File: config.mk
export PLATFORM = sky130hd
export DESIGN_NAME = id_ex_stage
export DESIGN_NICKNAME = d
export VERILOG_FILES = /design/src/rtl/id_ex_stage.sv
export SDC_FILE = /design/constraint.sdc
export NUM_CORES = 1
export LEC_CHECK = 0
export ABC_CLOCK_PERIOD_IN_PS = 7200
export CAP_MARGIN = 20
export CORE_UTILIZATION = 33
export DETAILED_ROUTE_END_ITERATION = 16
export PLACE_DENSITY = 0.74
export SYNTH_ARGS = -nofsm -noshare
export SYNTH_HDL_FRONTEND = slang
export SYNTH_SLANG_ARGS = --single-unit
File: constraint.sdc
create_clock -name clk -period 7.2 [get_ports clk]
set_clock_uncertainty 0.15 [all_clocks]
set_input_delay 2.16 -clock clk [delete_from_list [all_inputs] [get_ports clk]]
set_output_delay 2.16 -clock clk [all_outputs]
set_load 0.02 [all_outputs]
File: src/rtl/id_ex_stage.sv
// ID/EX pipeline register: captures the decoded instruction and operands, detects load-use hazards.
// IDEX_FORWARD_EN defined: EX/MEM and MEM/WB forwarding on the outputs. Undefined: raw operands with a full interlock.
module id_ex_stage #(
    parameter logic [31:0] NOP_WORD = 32'h0000_0000
) (
    input  logic        clk,
    input  logic        rst,
    input  logic [31:0] id_instr,
    input  logic [31:0] id_rs_data,
    input  logic [31:0] id_rt_data,
    input  logic        id_valid,
    input  logic        flush,
    input  logic        hold,
    input  logic        exmem_wr_en,
    input  logic [4:0]  exmem_wr_addr,
    input  logic [31:0] exmem_wr_data,
    input  logic        memwb_wr_en,
    input  logic [4:0]  memwb_wr_addr,
    input  logic [31:0] memwb_wr_data,
    output logic [31:0] instruction,
    output logic [31:0] regA,
    output logic [31:0] regB,
    output logic        ex_valid,
    output logic [4:0]  ex_dest,
    output logic        ex_is_load,
    output logic        stall_req
);

    localparam logic [5:0] OP_RTYPE = 6'b000000;
    localparam logic [5:0] OP_BEQ   = 6'b000100;
    localparam logic [5:0] OP_BNE   = 6'b000101;
    localparam logic [5:0] OP_ADDI  = 6'b001000;
    localparam logic [5:0] OP_ADDIU = 6'b001001;
    localparam logic [5:0] OP_SLTI  = 6'b001010;
    localparam logic [5:0] OP_SLTIU = 6'b001011;
    localparam logic [5:0] OP_ANDI  = 6'b001100;
    localparam logic [5:0] OP_ORI   = 6'b001101;
    localparam logic [5:0] OP_XORI  = 6'b001110;
    localparam logic [5:0] OP_LW    = 6'b100011;
    localparam logic [5:0] OP_SW    = 6'b101011;

    logic [31:0] instr_q, rs_q, rt_q;
    logic        valid_q, load_q;
    logic [4:0]  dest_q;

    logic [5:0] id_op, id_funct;
    logic [4:0] id_rs, id_rt, id_rd;
    assign id_op    = id_instr[31:26];
    assign id_rs    = id_instr[25:21];
    assign id_rt    = id_instr[20:16];
    assign id_rd    = id_instr[15:11];
    assign id_funct = id_instr[5:0];

    logic [4:0] id_dest;
    logic       id_load, id_rs_used, id_rt_used;

    always_comb begin
        id_dest    = 5'd0;
        id_load    = 1'b0;
        id_rs_used = 1'b1;
        id_rt_used = 1'b0;
        case (id_op)
            OP_RTYPE: begin
                id_dest    = id_rd;
                id_rt_used = 1'b1;
                // Shift-immediates take their operand from rt and the amount from shamt.
                if (id_funct == 6'b000000 || id_funct == 6'b000010 || id_funct == 6'b000011)
                    id_rs_used = 1'b0;
            end
            OP_ADDI, OP_ADDIU, OP_SLTI, OP_SLTIU,
            OP_ANDI, OP_ORI, OP_XORI:   id_dest = id_rt;
            OP_LW: begin
                id_dest = id_rt;
                id_load = 1'b1;
            end
            OP_SW, OP_BEQ, OP_BNE:      id_rt_used = 1'b1;
            default:                    id_dest = 5'd0;
        endcase
        if (!id_valid) begin
            id_dest = 5'd0;
            id_load = 1'b0;
        end
    end

    logic ex_hit, hazard;
    assign ex_hit = valid_q && dest_q != 5'd0 &&
                    ((id_rs_used && id_rs == dest_q) || (id_rt_used && id_rt == dest_q));

`ifdef IDEX_FORWARD_EN
    assign hazard = ex_hit && load_q;

    logic [4:0] ex_rs, ex_rt;
    assign ex_rs = instr_q[25:21];
    assign ex_rt = instr_q[20:16];

    // EX/MEM is checked first so the youngest producer wins.
    always_comb begin
        regA = rs_q;
        regB = rt_q;
        if (exmem_wr_en && exmem_wr_addr != 5'd0 && exmem_wr_addr == ex_rs)
            regA = exmem_wr_data;
        else if (memwb_wr_en && memwb_wr_addr != 5'd0 && memwb_wr_addr == ex_rs)
            regA = memwb_wr_data;
        if (exmem_wr_en && exmem_wr_addr != 5'd0 && exmem_wr_addr == ex_rt)
            regB = exmem_wr_data;
        else if (memwb_wr_en && memwb_wr_addr != 5'd0 && memwb_wr_addr == ex_rt)
            regB = memwb_wr_data;
    end

    logic unused_bits;
    assign unused_bits = ^{id_instr[10:6], instr_q[31:26], instr_q[15:0]};
`else
    logic mem_hit;
    assign mem_hit = exmem_wr_en && exmem_wr_addr != 5'd0 &&
                     ((id_rs_used && id_rs == exmem_wr_addr) || (id_rt_used && id_rt == exmem_wr_addr));
    assign hazard  = ex_hit || mem_hit;

    assign regA = rs_q;
    assign regB = rt_q;

    logic unused_bits;
    assign unused_bits = ^{id_instr[10:6], exmem_wr_data, memwb_wr_en, memwb_wr_addr,
                           memwb_wr_data, load_q};
`endif

    assign stall_req = hazard && id_valid && !flush && !hold && !rst;

    // NOTE: state registers use non-blocking assignments so every flop samples pre-edge values.
    always_ff @(posedge clk) begin
        if (rst || flush || (!hold && stall_req)) begin
            instr_q <= NOP_WORD;
            valid_q <= 1'b0;
            dest_q  <= 5'd0;
            load_q  <= 1'b0;
            if (rst) begin
                rs_q <= 32'd0;
                rt_q <= 32'd0;
            end
        end else if (!hold) begin
            instr_q <= id_instr;
            rs_q    <= id_rs_data;
            rt_q    <= id_rt_data;
            valid_q <= id_valid;
            dest_q  <= id_dest;
            load_q  <= id_load;
        end
    end

    assign instruction = instr_q;
    assign ex_valid    = valid_q;
    assign ex_dest     = dest_q;
    assign ex_is_load  = load_q;

endmodule

======== Word level (Yosys, flattened, before mapping) ========
Index checks and enable logic that the tools add are counted.
cells by class
  bitwise gates (word level) .............. 0
  multipliers ............................. 0
  $add $sub $neg .......................... 0
  equality and inequality tests ........... 19
  mux-type cells .......................... 12
  reductions and logical operators ........ 30
  divide/modulo/power cells ............... 0
  $lt $le $gt $ge ......................... 0
  shifts and indexed selects .............. 0
operator list
  cell                                                 count
  2-to-1 mux 32 bit                                    5
  equality test 6 x 4 -> 1 bit, second input constant  7
  equality test 5 bit                                  4
  logical AND 1 bit                                    13
  equality test 6 x 2 -> 1 bit, second input constant  2
  equality test 6 x 3 -> 1 bit, second input constant  2
  equality test 6 bit, second input constant           2
  zero test 6 bit                                      2
  one-hot mux 5 bit (2 select lines)                   1
  nonzero test 5 bit                                   2
  OR reduction 8 bit                                   1
  logical OR 1 bit                                     7
  2-to-1 mux 1 bit                                     5
  2-to-1 mux 5 bit                                     1
  OR reduction 4 bit                                   1
  zero test 1 bit                                      3
  != test 2 x 1 -> 1 bit, second input constant        1
  != test 2 bit, second input constant                 1
  AND reduction 2 bit                                  1
storage, ports and cells
  memories ................................ 0
  output and inout bits ................... 104
  bits in writable memories ............... 0
  bits of input ports ..................... 177
  bits in registers ....................... 103
  bits in latches ......................... 0
  memory bits (read-only) ................. 0
  word-level logic and storage cells ...... 67

======== Logic depth before layout (Yosys ltp) ========
Gate-level depths: netlist (run 1).
  word-level depth ........................ 17
  mapped depth ............................ 8
  mapped depth without buffers ............ 6

======== Worst setup path before layout (run 1) ========
OpenSTA, ideal clock, no wires.
  kind .................................... input to register
  start point ............................. input port exmem_wr_addr[1]
  end point ............................... register rs_q[0], in the netlist regA[0], enable pin
  path slack .............................. 113 ps
  path buffers ............................ 0
  cell stages on the path ................. 6
  data required time ...................... 6526 ps
  arrival ................................. 6412 ps
  library setup time ...................... 524 ps
  cell sequence ........................... or4_1 -> o21ai_1 -> nor4_1 -> o21ai_2 -> nand2_1 -> a31oi_1
on the way
  cells in the longest elaborated chain, start to end .. 13
  elaborated cells on any way between the ends .. 18
  those cells by class .................... eq/ne: 4; reduce/logical: 14
RTL lines
  item                                                                             RTL line  source
  start: declaration                                                               15        input logic [4:0] exmem_wr_addr,
  equality test 5 bit                                                              115       ((id_rs_used && id_rs == exmem_wr_addr) || (id_rt_used && id_rt == exmem_wr_addr));
  logical AND 1 bit                                                                115
  logical OR 1 bit                                                                 115
  logical AND 1 bit *                                                              114       assign mem_hit = exmem_wr_en && exmem_wr_addr != 5'd0 &&
  logical OR 1 bit *                                                               116       assign hazard = ex_hit || mem_hit;
  logical AND 1 bit * (4 in a row)                                                 126       assign stall_req = hazard && id_valid && !flush && !hold && !rst;
  logical AND 1 bit *                                                              130       if (rst || flush || (!hold && stall_req)) begin
  logical OR 1 bit *                                                               130
  != test 2 x 1 -> 1 bit (no source line) / != test 2 bit (equally long branches)  -
  AND reduction 2 bit (no source line) *                                           -
  end signal: assignment                                                           141       rs_q <= id_rs_data;
  end: declaration                                                                 42        logic [31:0] instr_q, rs_q, rt_q;
Every way passes the cells marked *; elsewhere a longest branch is shown, timed or not.
A chain may end at the register's enable or synchronous reset.

======== Worst setup path after layout (run 1) ========
  start point ............................. input port exmem_wr_addr[1]
  end point ............................... output port stall_req
on the way
  cells in the longest elaborated chain, start to end .. 9
  elaborated cells on any way between the ends .. 13
  those cells by class .................... eq/ne: 2; reduce/logical: 11
RTL lines
  item                              RTL line  source
  equality test 5 bit               115
  logical AND 1 bit                 115
  logical OR 1 bit                  115
  logical AND 1 bit *               114
  logical OR 1 bit *                116
  logical AND 1 bit * (4 in a row)  126
  end: declaration                  26        output logic stall_req
Marks and branches as above.

==> run_summary.xml, run 1 <==
<?xml version="1.0" encoding="UTF-8"?>
<metrics>
  <group name="outcome">
    <metric name="outcome" unit="">finished, final reports clean</metric>
  </group>
  <group name="synth">
    <metric name="synth_edf_count" unit="">64</metric>
    <metric name="post_synth_inst_count" unit="">403</metric>
    <metric name="synthFlopType" unit="">edfxtp_1</metric>
    <metric name="synth-warning-count" unit="">0</metric>
    <metric name="synth_sequential_area_ratio" unit="">0.614</metric>
    <metric name="syn_area" unit="µm²">4400</metric>
    <metric name="syn_nets" unit="">580</metric>
    <metric name="syn-mean-instance-area" unit="µm²">10.9</metric>
    <metric name="async_flop_share" unit="">0</metric>
    <metric name="synth.distinct_cells" unit="">33</metric>
    <metric name="ys_seq_elements" unit="">103</metric>
  </group>
  <group name="setup_path">
    <metric name="worst_setup_path_endpoint" unit="">stall_req</metric>
    <metric name="delay_of_the_slowest_critical_path_stage" unit="ns">0.58</metric>
    <metric name="r2r_path_start" unit="">ex_dest[1]</metric>
    <metric name="crit_start" unit="">exmem_wr_addr[1]</metric>
    <metric name="r2r.worst_path.cells" unit="">7</metric>
    <metric name="timing.critical_path.slowest_stage_cell" unit="">clkdlybuf4s50_1</metric>
    <metric name="crit_family" unit="">buffers and inverters</metric>
    <metric name="worst_setup_path_end_kind" unit="">output pin</metric>
    <metric name="worst_case_register_to_register_setup_slack" unit="ns">4.22</metric>
    <metric name="cp-start-kind" unit="">input pin</metric>
    <metric name="worst-setup-path-type" unit="">in -&gt; out</metric>
    <metric name="worst_path_arrival_time" unit="ns">4.53</metric>
    <metric name="cp_data_required_time" unit="ns">4.89</metric>
    <metric name="reg2reg_to" unit="">regA[9]</metric>
    <metric name="critical_path_buf_inv_count" unit="">2</metric>
    <metric name="path_max_fanout" unit="">3</metric>
    <metric name="crit_cells" unit="">8</metric>
    <metric name="crit_path_cell_trace" unit="">clkdlybuf4s50_1, or4_1, o21ai_1, nor4_1, o21ai_1, a21oi_4, and2_1, clkdlybuf4s50_1</metric>
  </group>
  <group name="placed_design">
    <metric name="instance_area_after_placement" unit="µm²">6620</metric>
    <metric name="io_buf_count" unit="">210</metric>
    <metric name="gpl.final_weighted_congestion" unit="">0.811</metric>
    <metric name="number_of_placed_instances_taps_included" unit="">757</metric>
    <metric name="place_hpwl" unit="µm">8340</metric>
    <metric name="pre_cts_slack" unit="ns">0.357</metric>
  </group>
  <group name="grt">
    <metric name="tot_gr_track_use" unit="">0.181</metric>
    <metric name="antenna_violations_before_repair" unit="">0</metric>
    <metric name="globalRouteMet1Util" unit="">0.216</metric>
    <metric name="m3_gr_usage" unit="">0.0509</metric>
    <metric name="grt_pass1_wl" unit="µm">19800</metric>
    <metric name="met2_track_utilization_from_global_routing" unit="">0.314</metric>
    <metric name="pin_count_of_the_biggest_net_entering_global_routing" unit="">103</metric>
    <metric name="grt-ovfl-total" unit="">0</metric>
    <metric name="gr-max-usage-layer" unit="">met2</metric>
    <metric name="first_global_vias" unit="">3761</metric>
  </group>
  <group name="floorplan">
    <metric name="num_rows" unit="">41</metric>
    <metric name="die-height" unit="µm">117</metric>
    <metric name="design.die.area" unit="µm²">13800</metric>
    <metric name="initial_core_util" unit="">0.343</metric>
    <metric name="number_of_ports_placed_on_the_die_boundary" unit="">281</metric>
    <metric name="chipWidth" unit="µm">117</metric>
    <metric name="fp.coreArea" unit="µm²">12800</metric>
  </group>
  <group name="hold_path">
    <metric name="worst_hold_path_type" unit="">reg -&gt; reg</metric>
  </group>
  <group name="cts">
    <metric name="clock_tree.root_cell" unit="">clkbuf_16</metric>
    <metric name="cts_hold_buf" unit="">0</metric>
    <metric name="clkSinkCount" unit="">103</metric>
    <metric name="postCtsSetupRepairBufs" unit="">0</metric>
    <metric name="cts-buffers-inserted" unit="">9</metric>
    <metric name="clk_pin_slew" unit="ns">0.07</metric>
    <metric name="cts_resized" unit="">0</metric>
    <metric name="cts.path.max_buffers" unit="">2</metric>
    <metric name="tritoncts_clock_tree" unit="">done</metric>
    <metric name="insertion_delay" unit="ns">0.34</metric>
    <metric name="cts-htree-levels" unit="">3</metric>
  </group>
  <group name="sta">
    <metric name="final-max-slew-violation-count" unit="">0</metric>
    <metric name="worst_slew_pin_slew" unit="ns">1.10</metric>
    <metric name="grt_setup_unrepaired" unit="">false</metric>
    <metric name="worst_slew_margin_rel" unit="">0.270</metric>
    <metric name="fmax" unit="MHz">146</metric>
    <metric name="final_period_minus_worst_setup_slack" unit="ns">6.84</metric>
    <metric name="final.period_utilization" unit="">0.950</metric>
    <metric name="tns" unit="ns">0</metric>
    <metric name="final_hold_violations" unit="">0</metric>
    <metric name="timing.final.setup_violations" unit="">0</metric>
    <metric name="postLayoutSetupSlackWorst" unit="ns">0.362</metric>
  </group>
  <group name="detailed_routing">
    <metric name="post_drt_via_cell_ratio" unit="">4.89</metric>
    <metric name="routed_via_count" unit="">3779</metric>
    <metric name="routedWlPerCell" unit="µm">16.0</metric>
    <metric name="drc_violations_left" unit="">0</metric>
    <metric name="detail_route.iter0.violations" unit="">243</metric>
    <metric name="post_detailed_route_count_of_antenna_violating_nets" unit="">0</metric>
    <metric name="postRouteWirelength" unit="µm">12400</metric>
    <metric name="detailed_routing_iterations_pass_1" unit="">5</metric>
  </group>
  <group name="finish">
    <metric name="drive_gt1_frac" unit="">0.0516</metric>
    <metric name="stdcell_area" unit="µm²">6940</metric>
    <metric name="num-nets-final" unit="">773</metric>
    <metric name="layoutNonFillerInstCount" unit="">773</metric>
    <metric name="flow.area_growth_from_synthesis" unit="%">57.6</metric>
    <metric name="finalCoreUtilization" unit="">0.541</metric>
    <metric name="final.fill_count" unit="">1124</metric>
    <metric name="n_diodes" unit="">0</metric>
  </group>
  <group name="pwr">
    <metric name="clkPwrFrac" unit="">0.363</metric>
    <metric name="power_switching" unit="mW">0.336</metric>
    <metric name="share_seq_of_total_power" unit="">0.471</metric>
    <metric name="pwr_density_cell" unit="nW/µm²">205</metric>
    <metric name="vdd_drop_max" unit="mV">0.0963</metric>
    <metric name="power_share_of_the_combinational_group" unit="">0.166</metric>
    <metric name="sw_frac_of_total" unit="">0.237</metric>
    <metric name="power.static_leakage" unit="nW">2.64</metric>
    <metric name="p_int" unit="mW">1.09</metric>
  </group>
  <group name="flow_run">
    <metric name="max_cap_viol_count" unit="">0</metric>
  </group>
</metrics>
-- cell usage in the layout (no fill, tap or decap), types with 2 or more instances in the layout --
master / count
a21oi_1: 3
a222oi_1: 5
buf_2: 3
buf_4: 5
bufinv_16: 2
clkbuf_16: 9
clkdlybuf4s50_1: 207
dfxtp_1: 39
edfxtp_1: 64
inv_1: 3
mux2i_1: 32
nand2_1: 65
nand2b_1: 3
nand3_1: 5
nor2_1: 68
nor4_1: 39
nor4_2: 5
o21ai_1: 3
or4_1: 2
xnor2_1: 12
xor2_1: 8
-- routing by layer --
layer / wire length [µm] / part of all wire / vias up
li1: - / - / 1817
met1: 5040 / 0.41 / 1783
met2: 6170 / 0.50 / 168
met3: 1000 / 0.081 / 11
met4: 161 / 0.013 / 0
met5: 0 / 0 / -
-- metrics by stage --
stage	hold slack, ns	power (mW)
floorplan	0.423	0.784
global placement	0.359	0.916
detailed placement	0.375	0.921
CTS	0.390	1.44
global route	0.421	1.47
finish	0.388	1.42
-- cell usage after synthesis, types with 3 or more instances --
library cell / count / area (µm²)
mux2i_1: 32 / 320
inv_1: 3 / 11.3
a222oi_1: 5 / 50.1
nor4_2: 5 / 62.6
nand3_1: 5 / 25.0
o21ai_1: 3 / 15.0
nor4_1: 39 / 244
xor2_1: 8 / 70.1
xnor2_1: 12 / 105
nor2_1: 69 / 259
buf_2: 7 / 35.0
a21oi_1: 3 / 15.0
nand2b_1: 3 / 18.8
clkbuf_1: 23 / 86.3
nand2_1: 65 / 244
dfxtp_1: 39 / 781
edfxtp_1: 64 / 1920
-- state kept, by name, summed over array words and instances (netlist names) --
register / count
regA: 32
ex_is_load: 1
regB: 32
ex_valid: 1
instruction: 32
ex_dest: 5
-- worst register-to-register path, delay by kind of cell (launching register included) --
kind,cells,cell delay (ns)
buf+inv,1,0.65
simple gates,3,0.77
compound gates,3,0.62
flops,1,0.37
-- cell families (layout without fill, tap and decap cells) --
family / after synthesis / in the layout / synth area share
and+or+nand+nor: 193 / 193 / 0.205
AOI/OAI and AO/OA: 19 / 19 / 0.0324
muxes: 32 / 32 / 0.0728
DFF: 103 / 103 / 0.614
buffers and inverters: 36 / 234 / 0.0361
xor gates and xnor gates: 20 / 20 / 0.0398
-- layout make-up --
cell class,count,area [µm²],area share
flip-flops and latches,103,2700,0.390
repair buffers,215,2120,0.306
multi-input cells,264,1570,0.226
clock buffers,10,229,0.0330
well taps,172,215,0.0310
clock inverters,6,85.1,0.0123
inverters,3,11.3,0.00162
-- worst min-delay path by stage --
stage	startpoint	endpoint	slack (ns)	cells past startpoint
final	instruction[0]	instruction[0]	0.39	2
after global routing	instruction[3]	instruction[3]	0.42	2
after CTS	instruction[27]	instruction[27]	0.39	2
after detailed placement	instruction[27]	instruction[27]	0.37	2
after global placement	ex_valid	ex_valid	0.36	2
after floorplan	ex_valid	ex_valid	0.42	2
-- power by group through the flow --
stage	Sequential [mW]	Combinational, mW	Clock (mW)
floorplan	0.725	0.0595	0
global placement	0.682	0.234	0
detailed placement	0.684	0.237	0
CTS	0.671	0.238	0.527
global route	0.673	0.251	0.548
finish	0.670	0.236	0.516
(Power assumes the default switching activity.)
==> run 2, diff against run 1 <==
ABC_AREA = 1   (was default)
SLEW_MARGIN = 20   (was default)
==> run_summary.xml, run 2 <==
<?xml version="1.0" encoding="UTF-8"?>
<metrics>
  <group name="setup_path">
    <metric name="path_max_fanout" unit="">4</metric>
    <metric name="crit_path_cell_trace" unit="">clkdlybuf4s50_1, inv_1, nand2_1, nand2_1, inv_1, nand2_1, nor2_1, nand3_1, nand2_1, nand2_1, nand2_1, nand2_1, inv_1, clkdlybuf4s50_1</metric>
    <metric name="worst_setup_path_end_kind" unit="">output pin</metric>
    <metric name="delay_of_the_slowest_critical_path_stage" unit="ns">0.63</metric>
    <metric name="timing.critical_path.slowest_stage_cell" unit="">clkdlybuf4s50_1</metric>
    <metric name="cp_data_required_time" unit="ns">4.89</metric>
    <metric name="cp-start-kind" unit="">input pin</metric>
    <metric name="crit_start" unit="">id_instr[18]</metric>
    <metric name="r2r_path_start" unit="">ex_dest[0]</metric>
    <metric name="crit_path_frequent_cell" unit="">nand2_1</metric>
    <metric name="reg2reg_to" unit="">regA[31]</metric>
    <metric name="worst-setup-path-type" unit="">in -&gt; out</metric>
    <metric name="r2r.worst_path.cells" unit="">11</metric>
    <metric name="critical_path_buf_inv_count" unit="">5</metric>
    <metric name="crit_family" unit="">buffers and inverters</metric>
    <metric name="worst_setup_path_endpoint" unit="">stall_req</metric>
    <metric name="worst_case_register_to_register_setup_slack" unit="ns">4.50</metric>
    <metric name="worst_path_arrival_time" unit="ns">4.29</metric>
    <metric name="crit_cells" unit="">14</metric>
  </group>
  <group name="finish">
    <metric name="layout.cells.most_common" unit="">clkdlybuf4s50_1</metric>
    <metric name="n_diodes" unit="">0</metric>
    <metric name="mostFrequentLayoutCells" unit="">clkdlybuf4s50_1, nor2_1, inv_1, edfxtp_1, nand2_1</metric>
    <metric name="stdcell_area" unit="µm²">6880</metric>
    <metric name="layoutNonFillerInstCount" unit="">854</metric>
    <metric name="num-nets-final" unit="">854</metric>
    <metric name="flow.area_growth_from_synthesis" unit="%">56.8</metric>
    <metric name="drive_gt1_frac" unit="">0.0279</metric>
  </group>
  <group name="grt">
    <metric name="grt_pass1_wl" unit="µm">18000</metric>
    <metric name="pin_count_of_the_biggest_net_entering_global_routing" unit="">104</metric>
    <metric name="tot_gr_track_use" unit="">0.165</metric>
    <metric name="antenna_violations_before_repair" unit="">0</metric>
    <metric name="grt-ovfl-total" unit="">0</metric>
    <metric name="first_global_vias" unit="">3562</metric>
  </group>
  <group name="outcome">
    <metric name="outcome" unit="">finished, final reports clean</metric>
  </group>
  <group name="hold_path">
    <metric name="worst_hold_path_type" unit="">reg -&gt; reg</metric>
  </group>
  <group name="pwr">
    <metric name="clkPwrFrac" unit="">0.318</metric>
    <metric name="pwr_density_cell" unit="nW/µm²">201</metric>
    <metric name="power_share_of_the_combinational_group" unit="">0.190</metric>
    <metric name="sw_frac_of_total" unit="">0.252</metric>
    <metric name="share_seq_of_total_power" unit="">0.493</metric>
    <metric name="vdd_drop_max" unit="mV">0.0900</metric>
    <metric name="power.static_leakage" unit="nW">2.95</metric>
    <metric name="p_int" unit="mW">1.03</metric>
    <metric name="power_switching" unit="mW">0.348</metric>
  </group>
  <group name="detailed_routing">
    <metric name="top_signal_layer_used" unit="">met4</metric>
    <metric name="postRouteWirelength" unit="µm">11200</metric>
    <metric name="routed_via_count" unit="">3699</metric>
    <metric name="post_drt_via_cell_ratio" unit="">4.33</metric>
    <metric name="routedWlPerCell" unit="µm">13.2</metric>
    <metric name="detailed_routing_iterations_pass_1" unit="">4</metric>
    <metric name="post_detailed_route_count_of_antenna_violating_nets" unit="">0</metric>
    <metric name="dr_wl_met3" unit="µm">759</metric>
    <metric name="drc_violations_left" unit="">0</metric>
    <metric name="detail_route.iter0.violations" unit="">146</metric>
    <metric name="met2WireLength" unit="µm">5670</metric>
    <metric name="routedLengthMet1" unit="µm">4660</metric>
  </group>
  <group name="synth">
    <metric name="post_synth_inst_count" unit="">470</metric>
    <metric name="synth_compound_gate_area_share" unit="">0.0413</metric>
    <metric name="synth-simple-area-share" unit="">0.173</metric>
    <metric name="syn_area" unit="µm²">4390</metric>
    <metric name="synth.largest_area_cell" unit="">edfxtp_1</metric>
    <metric name="syn-mean-instance-area" unit="µm²">9.34</metric>
    <metric name="synth_top_cells_by_area" unit="">edfxtp_1, dfxtp_1, nor2_1</metric>
    <metric name="synth-warning-count" unit="">0</metric>
    <metric name="synth_sequential_area_ratio" unit="">0.616</metric>
    <metric name="synthFlopType" unit="">edfxtp_1</metric>
    <metric name="yosys.cell_count.top_type" unit="">nor2_1</metric>
    <metric name="syn_nets" unit="">647</metric>
    <metric name="synth.distinct_cells" unit="">22</metric>
    <metric name="async_flop_share" unit="">0</metric>
    <metric name="ys_top_cells_by_count" unit="">nor2_1, inv_1, edfxtp_1, nand2_1, dfxtp_1</metric>
    <metric name="synth_edf_count" unit="">64</metric>
    <metric name="synth_top_family_by_area" unit="">simple AND/OR/NAND/NOR gates</metric>
    <metric name="adder_and_majority_gate_portion_of_the_synthesized_area" unit="">0</metric>
    <metric name="post_synth_xor_area_fraction" unit="">0.0200</metric>
    <metric name="ys_seq_elements" unit="">103</metric>
    <metric name="netlist.area_leader.share" unit="">0.438</metric>
    <metric name="synth.area.mux_share" unit="">0.0388</metric>
  </group>
  <group name="placed_design">
    <metric name="pre_cts_slack" unit="ns">0.655</metric>
    <metric name="place_hpwl" unit="µm">8230</metric>
    <metric name="instance_area_after_placement" unit="µm²">6610</metric>
    <metric name="gpl.final_weighted_congestion" unit="">0.889</metric>
    <metric name="io_buf_count" unit="">210</metric>
    <metric name="number_of_placed_instances_taps_included" unit="">838</metric>
  </group>
  <group name="sta">
    <metric name="timing.final.setup_violations" unit="">0</metric>
    <metric name="final.period_utilization" unit="">0.916</metric>
    <metric name="final_hold_violations" unit="">0</metric>
    <metric name="worst_slew_margin_rel" unit="">0.579</metric>
    <metric name="postLayoutSetupSlackWorst" unit="ns">0.602</metric>
    <metric name="tns" unit="ns">0</metric>
    <metric name="final-max-slew-violation-count" unit="">0</metric>
    <metric name="whs" unit="ns">0.357</metric>
    <metric name="fmax" unit="MHz">152</metric>
    <metric name="final_period_minus_worst_setup_slack" unit="ns">6.60</metric>
    <metric name="grt_setup_unrepaired" unit="">false</metric>
    <metric name="worst_slew_pin_slew" unit="ns">0.631</metric>
  </group>
  <group name="floorplan">
    <metric name="initial_core_util" unit="">0.344</metric>
    <metric name="chipWidth" unit="µm">117</metric>
    <metric name="die-height" unit="µm">117</metric>
    <metric name="design.die.area" unit="µm²">13800</metric>
    <metric name="fp.coreArea" unit="µm²">12800</metric>
    <metric name="number_of_ports_placed_on_the_die_boundary" unit="">281</metric>
    <metric name="num_rows" unit="">41</metric>
  </group>
  <group name="cts">
    <metric name="clock_tree.root_cell" unit="">clkbuf_16</metric>
    <metric name="cts-buffers-inserted" unit="">9</metric>
    <metric name="postCtsSetupRepairBufs" unit="">0</metric>
    <metric name="cts_hold_buf" unit="">0</metric>
    <metric name="insertion_delay" unit="ns">0.34</metric>
    <metric name="cts.path.max_buffers" unit="">2</metric>
    <metric name="cts_resized" unit="">0</metric>
    <metric name="cts-htree-levels" unit="">3</metric>
    <metric name="clk_pin_slew" unit="ns">0.07</metric>
    <metric name="clkSinkCount" unit="">103</metric>
    <metric name="tritoncts_clock_tree" unit="">done</metric>
  </group>
  <group name="flow_run">
    <metric name="max_cap_viol_count" unit="">0</metric>
  </group>
</metrics>
run 2: stage by stage:
step                      total power [mW]  utilization
after global placement               0.953        0.517
after CTS                             1.40        0.538
after detailed placement             0.958        0.517
after global routing                  1.44        0.539
final                                 1.38        0.539
after floorplan                      0.808            -
run 2: layout make-up:
type | instances | area [µm²]
Clock inverter | 7 | 37.5
Fill cell | 1138 | 5890
Timing Repair Buffer | 213 | 2120
Sequential cell | 103 | 2700
Clock buffer | 9 | 225
Multi-Input combinational cell | 254 | 1220
Tap cell | 172 | 215
Inverter | 96 | 360
run 2: cell families after synthesis:
logic type | after synthesis
AO/OA/AOI/OAI | 33
XOR/XNOR | 10
buffers and inverters | 113
flip-flops | 103
AND/OR/NAND/NOR | 194
multiplexers | 17
run 2: worst min path at each step:
stage | startpoint | to | slack [ns] | cells after the start
after floorplan | instruction[2] | instruction[2] | 0.44 | 2
after global placement | instruction[9] | instruction[9] | 0.34 | 2
after detailed placement | instruction[26] | instruction[26] | 0.35 | 2
after CTS | instruction[26] | instruction[26] | 0.37 | 2
after global routing | instruction[0] | instruction[0] | 0.40 | 2
final | instruction[26] | instruction[26] | 0.36 | 2
run 2: routing by layer:
| layer | vias to the layer above | track usage |
|---|---|---|
| li1 | 1863 | - |
| met1 | 1680 | 0.188 |
| met2 | 144 | 0.297 |
| met3 | 12 | 0.0418 |
| met4 | 0 | 0.0601 |
| met5 | - | 0 |
run 2: worst register-to-register path: cells and delay by family (launching register included):
family | cells | cell delay (ns)
AND/OR/NAND/NOR | 8 | 1.16
flip-flops | 1 | 0.47
buffers and inverters | 2 | 0.46
AO/OA/AOI/OAI | 1 | 0.15
run 2: power by group through the flow:
stage	sequential (mW)	clock, mW	combinational, mW
final	0.681	0.439	0.262
after global routing	0.684	0.475	0.280
after CTS	0.682	0.453	0.265
after detailed placement	0.695	0	0.263
after global placement	0.692	0	0.261
after floorplan	0.746	0	0.0624
